<file path="config.mk">
export PLATFORM = sky130hd
export DESIGN_NAME = cross_bar_slave_responder
export DESIGN_NICKNAME = d
export VERILOG_FILES = /design/src/rtl/cross_bar_slave_responder_pkg.sv /design/src/rtl/cross_bar_slave_responder_mem.sv /design/src/rtl/cross_bar_slave_responder.sv
export SDC_FILE = /design/constraint.sdc
export NUM_CORES = 1
export LEC_CHECK = 0
export BUFFER_PORTS_ARGS = -buffer_cell sky130_fd_sc_hd__buf_2
export CAP_MARGIN = 20
export CORE_MARGIN = 2
export CORE_UTILIZATION = 50
export CTS_CLUSTER_DIAMETER = 60
export DETAILED_ROUTE_END_ITERATION = 16
export GPL_TIMING_DRIVEN = 0
export PLACE_DENSITY = 0.67
export SLEW_MARGIN = 20
export SYNTH_ARGS = -nofsm -noshare
export SYNTH_HDL_FRONTEND = slang
export SYNTH_SLANG_ARGS = --single-unit
export TNS_END_PERCENT = 5
</file>
<file path="constraint.sdc">
create_clock -name clk -period 6.75 [get_ports clk]
set_clock_uncertainty 0.05 [all_clocks]
set_input_delay 0 -clock clk [delete_from_list [all_inputs] [get_ports clk]]
set_output_delay 0 -clock clk [all_outputs]
set_load 0.02 [all_outputs]
</file>
<file path="src/rtl/cross_bar_slave_responder_pkg.sv">
// Shared widths for the crossbar interface plus the responder's FSM state,
// command encoding and captured-request record.
package interface_connection;
    localparam int ADDR_WIDTH = 32;
    localparam int DATA_WIDTH = 32;
endpackage

package cross_bar_slave_pkg;
    typedef enum logic [2:0] {
        IDLE,
        ACK_DLY,
        ACK,
        PROC,
        RESP
    } fsm_state_t;

    localparam logic CMD_READ  = 1'b0;
    localparam logic CMD_WRITE = 1'b1;

    // Captured index is stored wide enough for any practical MEM_DEPTH;
    // the top only uses the low IDX_W bits.
    localparam int CAP_IDX_W  = 16;
    localparam int CAP_DATA_W = interface_connection::DATA_WIDTH;

    typedef struct packed {
        logic [CAP_IDX_W-1:0]  idx;
        logic                  cmd;
        logic [CAP_DATA_W-1:0] wdata;
    } req_cap_t;
endpackage

</file>
<file path="src/rtl/cross_bar_slave_responder_mem.sv">
// Word-addressed register memory: synchronous write, combinational read,
// contents are never reset.
module slave_mem_array #(
    parameter int DATA_WIDTH = 32,
    parameter int MEM_DEPTH  = 16,
    parameter int IDX_W      = $clog2(MEM_DEPTH)
) (
    input  logic                  clk,
    input  logic                  we,
    input  logic [IDX_W-1:0]      idx,
    input  logic [DATA_WIDTH-1:0] wdata,
    output logic [DATA_WIDTH-1:0] rdata
);
    logic [DATA_WIDTH-1:0] mem [MEM_DEPTH];

    // Write port: one word per cycle when enabled.
    always_ff @(posedge clk) begin
        if (we) begin
            mem[idx] <= wdata;
        end
    end

    assign rdata = mem[idx];
endmodule

</file>
<file path="src/rtl/cross_bar_slave_responder.sv">
// Crossbar slave-end responder: captures one request, acknowledges it after
// ACK_DELAY cycles, performs the memory access, and answers with resp/rdata
// RESP_LATENCY cycles later. All outputs are registered.
module cross_bar_slave_responder
    import cross_bar_slave_pkg::*;
#(
    parameter int ADDR_WIDTH   = interface_connection::ADDR_WIDTH,
    parameter int DATA_WIDTH   = interface_connection::DATA_WIDTH,
    parameter int MEM_DEPTH    = 16,
    parameter int ACK_DELAY    = 0,
    parameter int RESP_LATENCY = 1
) (
    input  logic                  clk,
    input  logic                  rst_n,
    input  logic                  req,
    input  logic [ADDR_WIDTH-1:0] addr,
    input  logic                  cmd,
    input  logic [DATA_WIDTH-1:0] wdata,
    output logic                  ack,
    output logic                  resp,
    output logic [DATA_WIDTH-1:0] rdata,
    output logic                  busy
);
    localparam int         IDX_W    = $clog2(MEM_DEPTH);
    localparam logic [3:0] ACK_CNT  = 4'(ACK_DELAY);
    localparam logic [3:0] RESP_CNT = 4'(RESP_LATENCY);

    fsm_state_t            state_q, state_d;
    logic [3:0]            cnt_q, cnt_d;
    req_cap_t              cap_q;
    logic                  capture;
    logic                  mem_we;
    logic [IDX_W-1:0]      mem_idx;
    logic [DATA_WIDTH-1:0] mem_rdata;
    logic [DATA_WIDTH-1:0] rd_q;
    logic                  ack_d, resp_d, busy_d;
    logic [DATA_WIDTH-1:0] rdata_d;
    logic                  unused_bits;

    // Upper address bits are ignored: the index wraps modulo MEM_DEPTH.
    assign mem_idx     = cap_q.idx[IDX_W-1:0];
    assign unused_bits = ^{addr[ADDR_WIDTH-1:IDX_W], cap_q.idx[CAP_IDX_W-1:IDX_W]};

    slave_mem_array #(
        .DATA_WIDTH (DATA_WIDTH),
        .MEM_DEPTH  (MEM_DEPTH),
        .IDX_W      (IDX_W)
    ) u_mem (
        .clk   (clk),
        .we    (mem_we),
        .idx   (mem_idx),
        .wdata (DATA_WIDTH'(cap_q.wdata)),
        .rdata (mem_rdata)
    );

    // Next-state, counter and registered-output values.
    always_comb begin
        state_d = state_q;
        cnt_d   = (cnt_q != 4'd0) ? cnt_q - 4'd1 : 4'd0;
        capture = 1'b0;
        mem_we  = 1'b0;
        case (state_q)
            IDLE: begin
                if (req) begin
                    capture = 1'b1;
                    cnt_d   = ACK_CNT;
                    state_d = (ACK_DELAY > 0) ? ACK_DLY : ACK;
                end
            end
            ACK_DLY: begin
                if (cnt_q <= 4'd1) state_d = ACK;
            end
            ACK: begin
                // A write landing on a reset edge must not disturb memory.
                mem_we  = (cap_q.cmd == CMD_WRITE) && rst_n;
                cnt_d   = RESP_CNT;
                state_d = (RESP_LATENCY > 0) ? PROC : RESP;
            end
            PROC: begin
                if (cnt_q <= 4'd1) state_d = RESP;
            end
            RESP: begin
                state_d = IDLE;
            end
            default: begin
                state_d = IDLE;
            end
        endcase

        ack_d   = (state_d == ACK);
        resp_d  = (state_d == RESP);
        busy_d  = (state_d != IDLE);
        rdata_d = '0;
        // With zero response latency the read goes straight from memory to rdata.
        if (state_d == RESP && cap_q.cmd == CMD_READ) begin
            rdata_d = (state_q == ACK) ? mem_rdata : rd_q;
        end
    end

    // Control state and outputs, cleared by reset.
    always_ff @(posedge clk) begin
        if (!rst_n) begin
            state_q <= IDLE;
            cnt_q   <= 4'd0;
            ack     <= 1'b0;
            resp    <= 1'b0;
            busy    <= 1'b0;
            rdata   <= '0;
        end else begin
            state_q <= state_d;
            cnt_q   <= cnt_d;
            ack     <= ack_d;
            resp    <= resp_d;
            busy    <= busy_d;
            rdata   <= rdata_d;
        end
    end

    // Captured request and read-data hold register (data only, no reset).
    always_ff @(posedge clk) begin
        if (capture) begin
            cap_q.idx   <= CAP_IDX_W'(addr[IDX_W-1:0]);
            cap_q.cmd   <= cmd;
            cap_q.wdata <= CAP_DATA_W'(wdata);
        end
        if (state_q == ACK && cap_q.cmd == CMD_READ) begin
            rd_q <= mem_rdata;
        end
    end
endmodule
</file>
# Word-level counts from Yosys, hierarchy flattened
# Memory sizes are Yosys's and may differ from the RTL's. A register that Yosys moved wholly into a read port is not among the register bits.
# Cells that the tools add are included.
# word_totals
register_bits	111
mem_bits_rw	512
inputBits	68
output_inout_bits	35
wordCells	40
n_memories	1
# classes
add_sub_neg	1
magnitude_cmp	1
eq_ne	5
mux	14
n_bitwise	1
n_reduce_logical	7
# memory_table
memory	depth	width	read_ports	rd_ports_with_merged_regs	write_ports	line	text
u_mem.mem	16	32	1	1	1	cross_bar_slave_responder_mem.sv:14	logic [DATA_WIDTH-1:0] mem [MEM_DEPTH];
# op_table
op	count
$mux W32	1
$mux W4	3
$pmux W3 S4	1
$eq A3 B2 Y1 const B	3
$mux W3	3
$pmux W4 S2	1
$mux W1	5
$le A4 B1 Y1 const B	1
$reduce_bool A4 Y1	1
$sub A4 B1 Y4 const B	1
$eq A3 B1 Y1 const B	1
$eq A3 B3 Y1 const B	1
$logic_and A1 B1 Y1	3
$logic_not A3 Y1	1
$reduce_bool A3 Y1	1
$reduce_and A2 Y1	1
$not A1 Y1	1

# Depth between registers and ports, before layout
# Gate-level depths: netlist of the first run.
# depth
depth_word	6
depth_mapped	6
ltp_nobuf	3

# Modules after synthesis
# A second synthesis of the first run with hierarchy kept.
# hier_totals
hier_cells	1024
area_unflattened_um2	22928.2
# modules_own_cells
module	n_inst	cells_each	area_each_um2	seq_area_each_um2
slave_mem_array	1	808	19222.2	15374.7
cross_bar_slave_responder	1	216	3706.1	2912.8

# Worst setup path after synthesis of the first run
# OpenSTA, ideal clock, no wires.
# synth_timing
kind	flip-flop to flip-flop
from	reg state_q[0]
to	mem u_mem.mem[14][0] (enable)
setup_ps	502
arrival_ps	4178
slack_ps	2020
path_stages_with_launch	5
path_buffers	1
path_cell_list	dfxtp_1 -> buf_6 -> nor4bb_1 -> nand3_1 -> nor4_1
# synth_via
elab_chain_cells	4
# synth_lines
item	line	text
from (decl)	cross_bar_slave_responder.sv:28	fsm_state_t state_q, state_d;
from (signal assigned)	cross_bar_slave_responder.sv:110	state_q <= state_d;
$eq A3 B2 Y1	cross_bar_slave_responder.sv:62	case (state_q)
$mux W1	cross_bar_slave_responder.sv:62	
$mux W1	cross_bar_slave_responder_mem.sv:18	if (we) begin
$mux W1 (not written as such)	cross_bar_slave_responder_mem.sv:19	mem[idx] <= wdata;
to (decl)	cross_bar_slave_responder_mem.sv:14	
# Every way passes these cells.

# Worst setup path after layout of the first run
# layout_timing
from	reg state_q[0]
to	mem u_mem.mem[0][14] (enable)
# Same word-level chain as after synthesis.

==> impl_results.md, run 1 <==
* Die width at between 200 and 250 um
* # clock sinks at between 600 and 700
* Critical path origin: state_q[0]$_SDFF_PN0_
* Worst slew margin at 0.308
* Delay-heaviest family, CP: simple AND/OR/NAND/NOR gates
* Placed Cells at 1776
* Dominant combinational cell family by area after synthesis: multiplexers
* All-layer global routing usage at 0.212
* Reg-to-reg endpoint: u_mem.mem[0][14]$_DFFE_PP_
* Starting density of the core at 0.504
* Max-cap violation count at 0
* Total Wirelength at between 40 and 50 mm
* Async set-reset flop share out of synthesis at 0
* Worst path depth at 7
* WS Path Type: flip-flop to flip-flop
* TritonCTS clock tree: built
* Post-synth EDFFs at 581
* Cts hold-fix bufs at 39
* Lkg Pwr at around 9.0 nW
* Final hold vios at 0
* Synthesized area at 22800 um^2
* Area occupied by multi-input gates at roughly 4300 um^2
* H-tree Lvls at 3
* PwrDens at between 300 and 400 nW/um^2
* DIE AREA at roughly 47000 um^2
* Unique masters post-synth at 35
* Initial antenna violation count at 0
* Number of global-route vias before repair at between 10000 and 15000
* Biggest area consumer among synthesized cells: edfxtp_1
* Mux share of post-synthesis cell area at 0.127
* Sequential cell area at approximately 18000 um^2
* Fill cells at around 3200
* Remaining DRCs at 0
* Synth Area in Simple Gates at 0.0293
* Most common cell in the netlist: edfxtp_1
* Skew-Pair Late Insertion Delay at roughly 0.58 ns
* Core Box Area at between 40000 and 50000 um^2
* Reg power frac at 0.515
* Net Sw Power at around 2.0 mW
* Internal power at approximately 6.7 mW
* Combinational share of power at 0.090
* Largest net degree at the start of global routing at 21
* FF-to-FF path depth at 7
* Top post-synthesis cells by area: edfxtp_1, mux4_2, dfxtp_1, a22oi_1, nor2_1
* Internal reg-to-reg setup slack at around 3.2 ns
* CP max FO at 8
* CTS root buf: clkbuf_16
* RSZ-0062 raised after global routing: false
* Inserted Diodes at 0
* Worst slew pin tran at approximately 1.0 ns
* Syn nets at ~1100
* Worst VDD drop at around 0.00020 V
* Yosys top cell area share at 0.766
* Delay of the slowest cell on the worst path at approximately 0.79 ns
* # nets final at 1352
* IO Count at 103
* Register area share after synthesis at 0.806
* Post-Synth XOR/XNOR Area at 0.000384
* Final setup vio count at 0
* Worst Path Required at 6.98 ns
* Global-route wire length before repair at 72.3 mm
* Register clock-pin slew on the reported worst setup and hold paths at ~0.060 ns
* Mean area per synthesized cell at 22.0 um^2
* DR vias/cell at between 5 and 6
* Max clock buf depth at 3
* Min Hold Slack at between 0.06 and 0.07 ns
* Post-synthesis adder-cell area fraction at 0
* Setup tns final at 0 ns
* Vias at 11024
* Final Max Slew Viols at 0
* Complex-gate fraction of the synthesized area at 0.0241
* Sw Ratio at 0.227
* Post-synthesis register bit count at 627
* Routed WL per cell at ~25 um
* Resized cells post-CTS at 0
* Critical path buffers and inverters at 4
* Outcome: finished clean
* Most frequent CP cell: buf_2
* Cells after synthesis at 1035
* Share of cells above drive strength 1 at 0.311
* Number of post-CTS setup repair buffers at 0
* Power Total at roughly 8.7 mW
* Min-delay worst type: input pin to flip-flop
* Critical hold path startpoint: wdata[17]
* Setup crit end: u_mem.mem[0][14]$_DFFE_PP_
* Post-route insts no fill at between 1500 and 2000
* Die height at roughly 220 um
* DR iter-0 viols at approximately 1200
* Worst Setup Start Kind: flip-flop
* Min Tclk post-route at between 3 and 4 ns
* Remaining global-route overflow at 0
* Clock buffer count from CTS at 67
* Clock power share at 0.395
* Critical Path AT at approximately 3.8 ns
* Final ANT Viol Nets at 0
* CP max-delay cell: nor4_2
* Synth Warn # at 0
* Synth cell count leaders: edfxtp_1, mux4_2, nor2_1, a22oi_1, dfxtp_1
* Routability cong. at ~0.73
* Post-synth top flop: edfxtp_1
* Fin crit share at 0.521
* Buffers on Ports at 74
* Worst-path cell chain: buf_6 > nor4bb_1 > nand3b_1 > nor4_2 > buf_2 > buf_2 > buf_2
* CP Capture Type: flip-flop
* Row cnt at just under 80
* Reg2Reg Launch Point: state_q[0]$_SDFF_PN0_
* DP HPWL at 30.9 mm
* DR pass1 iterations at 5
* Max Freq at roughly 280 MHz
* Area Growth Syn to Fin at 18.9%
[power by group through the flow]
stage,clock network [mW],logic (mW),registers [mW]
floorplan,0,0.507,4.52
global route,3.65,0.842,4.48
finish,3.43,0.780,4.47
detailed placement,0,0.771,4.55
CTS,3.49,0.791,4.47
global placement,0,0.737,4.55
[registers in the layout (all words and copies together) (netlist names), named ones only]
signal     flops
ack            1
busy           1
cap_q         37
cnt_q          4
rd_q          32
rdata         32
resp           1
state_q        3
u_mem.mem    512
[final cells by class]
type	instances	share of cell area
Sequential cell	627	0.678
Multi-Input combinational cell	349	0.157
Clock buffer	96	0.0694
Timing Repair Buffer	180	0.0511
Tap cell	600	0.0277
Buffer	54	0.0100
Clock inverter	25	0.00628
Inverter	5	0.000693
[metrics by stage]
step	util	setup slack (ns)	cell area [um^2]
after detailed placement	0.546	3.22	24700
after global placement	0.529	-2.09	23900
after global routing	0.600	3.02	27100
after CTS	0.600	3.23	27100
final	0.600	3.23	27100
after floorplan	-	2.02	22800
[cell usage in the layout (no fill, tap or decap), types with 4 or more instances in the layout]
cell type	Yosys	routed
nor3_2	0	6
buf_4	0	26
buf_6	4	18
clkbuf_16	0	71
nor2_1	65	59
buf_16	0	4
a22oi_1	64	64
edfxtp_1	581	581
clkinv_2	0	11
buf_2	14	108
dlygate4sd3_1	0	39
nor4_2	0	4
inv_1	5	5
nor3_1	10	4
nor2_4	0	6
mux4_2	128	128
nand2_1	37	37
nor2_2	11	11
clkinv_1	0	7
clkbuf_1	31	55
dfxtp_1	46	46
[per-layer routing]
layer,GRT usage,share of wire,vias up
met3,0.0354,0.063,78
met5,0,0,-
li1,-,-,4779
met4,0.0685,0.022,0
met1,0.295,0.42,5772
met2,0.348,0.50,395
[how the worst min path moves through the flow]
stage | slack (ns) | endpoint | depth (start not counted)
floorplan | 0.05 | cap_q[0]$_DFFE_PP_ | 0
global placement | 0.13 | cap_q[28]$_DFFE_PP_ | 1
detailed placement | 0.13 | cap_q[21]$_DFFE_PP_ | 1
CTS | 0.04 | cap_q[18]$_DFFE_PP_ | 2
global route | 0.05 | cap_q[17]$_DFFE_PP_ | 2
finish | 0.07 | cap_q[17]$_DFFE_PP_ | 2
[cell families (layout without fill, tap and decap cells)]
group / count (synthesis) / after routing
multiplexers: 130 / 130
AO/OA/AOI/OAI: 75 / 75
XOR/XNOR: 1 / 1
buffers and inverters: 59 / 360
flip-flops: 627 / 627
AND/OR/NAND/NOR: 143 / 143
Note: power is estimated with default switching activity, not from simulation.
==> inputs of run 2 (changes only) <==
==> constraint.sdc (replaced) <==
create_clock -name clk -period 3.41 [get_ports clk]
set_clock_uncertainty 0.05 [all_clocks]
set_input_delay 0 -clock clk [delete_from_list [all_inputs] [get_ports clk]]
set_output_delay 0 -clock clk [all_outputs]
set_load 0.02 [all_outputs]
==> impl_results.md, run 2 (same netlist as run 1, synthesis figures left out) <==
* Final hold vios at 0
* Skew-Pair Late Insertion Delay at roughly 0.58 ns
* Routability cong. at about 0.73
* Remaining global-route overflow at 0
* Min-delay worst type: input pin to flip-flop
* Most frequent cells in the layout: edfxtp_1, mux4_2, buf_2
* Routed WL per cell at 25.0 um
* Row cnt at between 70 and 80
* Number of post-CTS setup repair buffers at 0
* Worst slew margin at 0.317
* Final Max Slew Viols at 0
* FF-to-FF path depth at 7
* Die height at 217 um
* Global-route wire length before repair at between 70 and 80 mm
* CP max FO at 8
* Setup tns final at 0 ns
* Top Registers: u_mem.mem: 512 flops, cap_q: 37 flops
* Clock buffer count from CTS at 67
* Outcome: finished clean
* Area Growth Syn to Fin at 19.0%
* Max Freq at slightly above 300 MHz
* Lkg Pwr at 9.01 nW
* Post-route insts no fill at ~1900
* Worst-path cell chain: buf_6 > nor4bb_2 > nand3b_1 > nor4_4 > buf_2 > buf_2 > buf_2
* Max clock buf depth at 3
* Number of global-route vias before repair at 11387
* Die width at about 220 um
* Vias at ~11000
* DP HPWL at 30.9 mm
* Sequential cell area at around 18000 um^2
* Buffers on Ports at 74
* Placed Cells at 1776
* Hold path depth at 2
* Remaining DRCs at 0
* Area occupied by multi-input gates at around 4300 um^2
* Final setup vio count at 0
* CP max-delay cell: nor4_4
* # clock sinks at ~630
* Fin area at 27100 um^2
* Starting density of the core at 0.504
* Delay of the slowest cell on the worst path at ~0.6 ns
* Critical Path AT at approximately 3.4 ns
* # nets final at around 1400
* All-layer global routing usage at 0.212
* Register clock-pin slew on the reported worst setup and hold paths at 0.06 ns
* Commonest non-fill, non-tap cell in the layout: edfxtp_1
* Fin crit share at 0.943
* Initial antenna violation count at 0
* Dpl cell area at about 25000 um^2
* Min Hold Slack at 0.0701 ns
* Worst Path Required at around 3.6 ns
* CTS root buf: clkbuf_16
* WS Path Type: flip-flop to flip-flop
* Inserted Diodes at 0
* Core Box Area at roughly 45000 um^2
* Largest net degree at the start of global routing at 21
* H-tree Lvls at 3
* DR iter-0 viols at 1161
* Final ANT Viol Nets at 0
* Worst VDD drop at 0.000386 V
* Worst Setup Start Kind: flip-flop
* Fill cells at around 3100
* DR vias/cell at ~5.7
* DIE AREA at 47300 um^2
* PwrDens at ~630 nW/um^2
* DR pass1 iterations at 5
* Top reg by flops: u_mem.mem
* Worst slew pin tran at between 1 and 1.5 ns
* Most frequent CP cell: buf_2
* TritonCTS clock tree: built
* Max-cap violation count at 0
* Total Wirelength at between 40 and 50 mm
* Share of cells above drive strength 1 at 0.311
* Min Tclk post-route at between 3 and 4 ns
* IO Count at 103
* Max reg flops at 512
* CP Capture Type: flip-flop
## run 2: changes by cell type in the layout (fill, tap and decap cells not counted)
| cell | change |
|---|---|
| nor4bb_2 | +1 |
| nor4bb_1 | -1 |
| nor4_4 | +3 |
| nor4_2 | -3 |
## run 2: worst paths after layout
path                              start                          to  slack [ns]
setup / recovery  state_q[0]$_SDFF_PN0_  u_mem.mem[0][14]$_DFFE_PP_        0.20
hold / removal                wdata[17]         cap_q[17]$_DFFE_PP_        0.07
setup reg to reg  state_q[0]$_SDFF_PN0_  u_mem.mem[0][14]$_DFFE_PP_        0.20
hold reg to reg       rd_q[3]$_DFFE_PP_         rdata[3]$_SDFF_PN0_        0.41
## run 2: stage by stage
| step | setup slack [ns] | util | power, mW |
|---|---|---|---|
| 2_1_floorplan | -1.32 | - | 9.96 |
| 3_3_place_gp | -5.43 | 0.529 | 10.5 |
| 3_5_place_dp | -0.116 | 0.546 | 10.5 |
| 4_1_cts | 0.0131 | 0.600 | 17.3 |
| 5_1_grt | -0.00495 | 0.600 | 17.8 |
| 6_report | 0.196 | 0.600 | 17.2 |
## run 2: what timing repair did
item / in CTS / in global routing
gates resized for setup: 1 / 3
setup endpoints to repair: 11 / 43
cloned: 0 / 0
hold buffers: 39 / 0
hold endpoints to repair: 64 / 0
pin swaps: 0 / 0
## run 2: layout make-up
cell class,count,area share
well taps,600,0.0277
inverters,5,0.000692
multi-input cells,349,0.158
plain buffers,54,0.0100
repair buffers,180,0.0510
flip-flops and latches,627,0.677
clock inverters,25,0.00627
clock buffers,96,0.0693
## run 2: where the power goes
part,internal [mW],switching (mW)
sequential,8.67,0.173
clock,3.93,2.85
combinational,0.669,0.883
## run 2: per-layer routing
layer,vias up,GRT usage,share of wire,routed length [um]
li1,4784,-,-,-
met1,5812,0.296,0.42,20300
met2,414,0.348,0.50,24000
met3,84,0.0343,0.062,3000
met4,0,0.0685,0.024,1160
met5,-,0,0,0
## run 2: critical path: cells and delay by family (launching register included)
| kind | cells | cell delay [ns] |
|---|---|---|
| buf+inv | 4 | 0.93 |
| flops | 1 | 0.30 |
| simple gates | 3 | 1.61 |
==> inputs of run 3 (changes only) <==
--- a/config.mk
+++ b/config.mk
@@ -12,7 +12,7 @@
 export CTS_CLUSTER_DIAMETER = 60
 export DETAILED_ROUTE_END_ITERATION = 16
 export GPL_TIMING_DRIVEN = 0
-export PLACE_DENSITY = 0.67
+export PLACE_DENSITY_LB_ADDON = 0.3
 export SLEW_MARGIN = 20
 export SYNTH_ARGS = -nofsm -noshare
 export SYNTH_HDL_FRONTEND = slang
==> impl_results.md, run 3 (same netlist as run 1, synthesis figures left out) <==
* Vias at 11063
* Worst Setup Start Kind: flip-flop
* Remaining DRCs at 0
* Final ANT Viol Nets at 0
* Remaining global-route overflow at 0
* CP max FO at 8
* RSZ-0062 raised after global routing: false
* Largest net degree at the start of global routing at 20
* FF-to-FF path depth at 10
* DP HPWL at 30.4 mm
* Critical Path AT at between 3 and 4 ns
* Worst slew pin tran at 0.971 ns
* Routed WL per cell at between 20 and 25 um
* Fill cells at 3121
* Top reg by flops: u_mem.mem
* Post-route insts no fill at slightly below 2000
* DR vias/cell at around 5.7
* Reg2Reg Launch Point: state_q[0]$_SDFF_PN0_
* Lkg Pwr at between 9 and 10 nW
* Final hold vios at 0
* Worst Path Required at approximately 3.6 ns
* Core Box Area at between 40000 and 50000 um^2
* Total Wirelength at 48.0 mm
* Inserted Diodes at 0
* Starting density of the core at 0.504
* Worst slew margin at 0.353
* Final Max Slew Viols at 0
* Min-delay worst type: input pin to flip-flop
* WS Path Type: flip-flop to flip-flop
* Min Tclk post-route at 3.26 ns
* IO Count at between 100 and 150
* Die height at 217 um
* # clock sinks at approximately 630
* Commonest non-fill, non-tap cell in the layout: edfxtp_1
* H-tree Lvls at 3
* Final setup vio count at 0
* Outcome: finished clean
* DIE AREA at 47300 um^2
* Routability cong. at roughly 0.72
* Critical path origin: state_q[0]$_SDFF_PN0_
* Delay of the slowest cell on the worst path at 0.44 ns
* Buffers on Ports at 74
* All-layer global routing usage at 0.210
* Row cnt at just under 80
* Global-route wire length before repair at between 70 and 80 mm
* PwrDens at ~650 nW/um^2
* Clock buffer count from CTS at 66
* Max reg flops at ~510
* Setup crit end: u_mem.mem[14][13]$_DFFE_PP_
* CP Capture Type: flip-flop
* # nets final at between 1000 and 1500
* Internal reg-to-reg setup slack at 0.15 ns
* CP max-delay cell: nor4bb_2
* Max clock buf depth at 3
* Initial antenna violation count at 0
* Register clock-pin slew on the reported worst setup and hold paths at roughly 0.06 ns
* Setup WS pre-CTS at -0.261 ns
* TritonCTS clock tree: built
* DR iter-0 viols at between 1000 and 1500
* Max Freq at approximately 310 MHz
* Top Registers: u_mem.mem: 512 flops, cap_q: 37 flops
* Max-cap violation count at 0
* Worst VDD drop at 0.000330 V
* Worst-path cell chain: buf_6 > nor4bb_2 > nand3_2 > nor4_4 > buf_4 > buf_4 > buf_2 > buf_4 > buf_2 > buf_2
* Placed Cells at roughly 1800
* Die width at 217 um
* Share of cells above drive strength 1 at 0.324
* Reg-to-reg endpoint: u_mem.mem[14][13]$_DFFE_PP_
* Critical hold path startpoint: wdata[30]
* Number of global-route vias before repair at 11441
* Most frequent cells in the layout: edfxtp_1, mux4_2, buf_2
* Area Growth Syn to Fin at 19.8%
* Skew-Pair Late Insertion Delay at roughly 0.58 ns
* Fin crit share at 0.957
* DR pass1 iterations at 6
* CTS root buf: clkbuf_16
* Final worst setup slack at around 0.15 ns
## run 3: area by class of cell
class / count / area (um^2) / area share
sequential: 627 / 18400 / 0.673
multi-input combinational: 349 / 4280 / 0.157
clock buffer: 96 / 1960 / 0.0718
timing repair buffer: 186 / 1390 / 0.0509
tap: 600 / 751 / 0.0275
clock inverter: 24 / 272 / 0.00994
buffer: 54 / 272 / 0.00994
inverter: 5 / 18.8 / 0.000687
## run 3: what timing repair did
action / 4_1_cts / 5_1_grt
gates resized for setup: 2 / 2
hold buffers: 39 / 0
endpoints found under the hold margin: 65 / 0
setup buffers: 0 / 5
pin swaps: 0 / 1
endpoints found under the setup margin: 12 / 26
## run 3: how the worst min path moves through the flow
stage                     cells after the start  slack (ns)                  end
after global routing                          2        0.05  cap_q[30]$_DFFE_PP_
after global placement                        1        0.13  cap_q[30]$_DFFE_PP_
after detailed placement                      1        0.13   cap_q[0]$_DFFE_PP_
final                                         2        0.08  cap_q[30]$_DFFE_PP_
after floorplan                               0        0.05   cap_q[0]$_DFFE_PP_
after CTS                                     2        0.04  cap_q[29]$_DFFE_PP_
## run 3: layer usage
layer  global-route usage  wire length (um)  up-vias  part of all wire
met5                    0                 0        -                 0
met4               0.0776              1180        0             0.025
met3               0.0347              3110       71             0.065
met2                0.348             23900      418              0.50
met1                0.284             19800     5782              0.41
li1                     -                 -     4792                 -
## run 3: per-stage QoR
step | util | hold slack (ns) | cell area (um^2) | TNS, ns | power, mW
final | 0.604 | 0.0762 | 27300 | 0 | 17.7
after global routing | 0.604 | 0.0546 | 27300 | 0 | 18.2
after CTS | 0.603 | 0.0437 | 27300 | -0.617 | 17.8
after detailed placement | 0.545 | 0.129 | 24600 | -1.66 | 10.5
after global placement | 0.529 | 0.128 | 23900 | -1596.38 | 10.4
after floorplan | - | 0.0489 | 22800 | -253.66 | 9.96
## run 3: worst max-delay path: cells and delay by family, from the launching register on
kind | cells | cell delay [ns]
buffers and inverters | 7 | 1.34
flip-flops | 1 | 0.30
AND/OR/NAND/NOR | 3 | 1.24
## run 3: report_power, final
part	switching (mW)	internal [mW]
Sequential	0.180	8.67
Combinational	0.871	0.673
Clock	2.86	4.40
Total	3.91	13.7
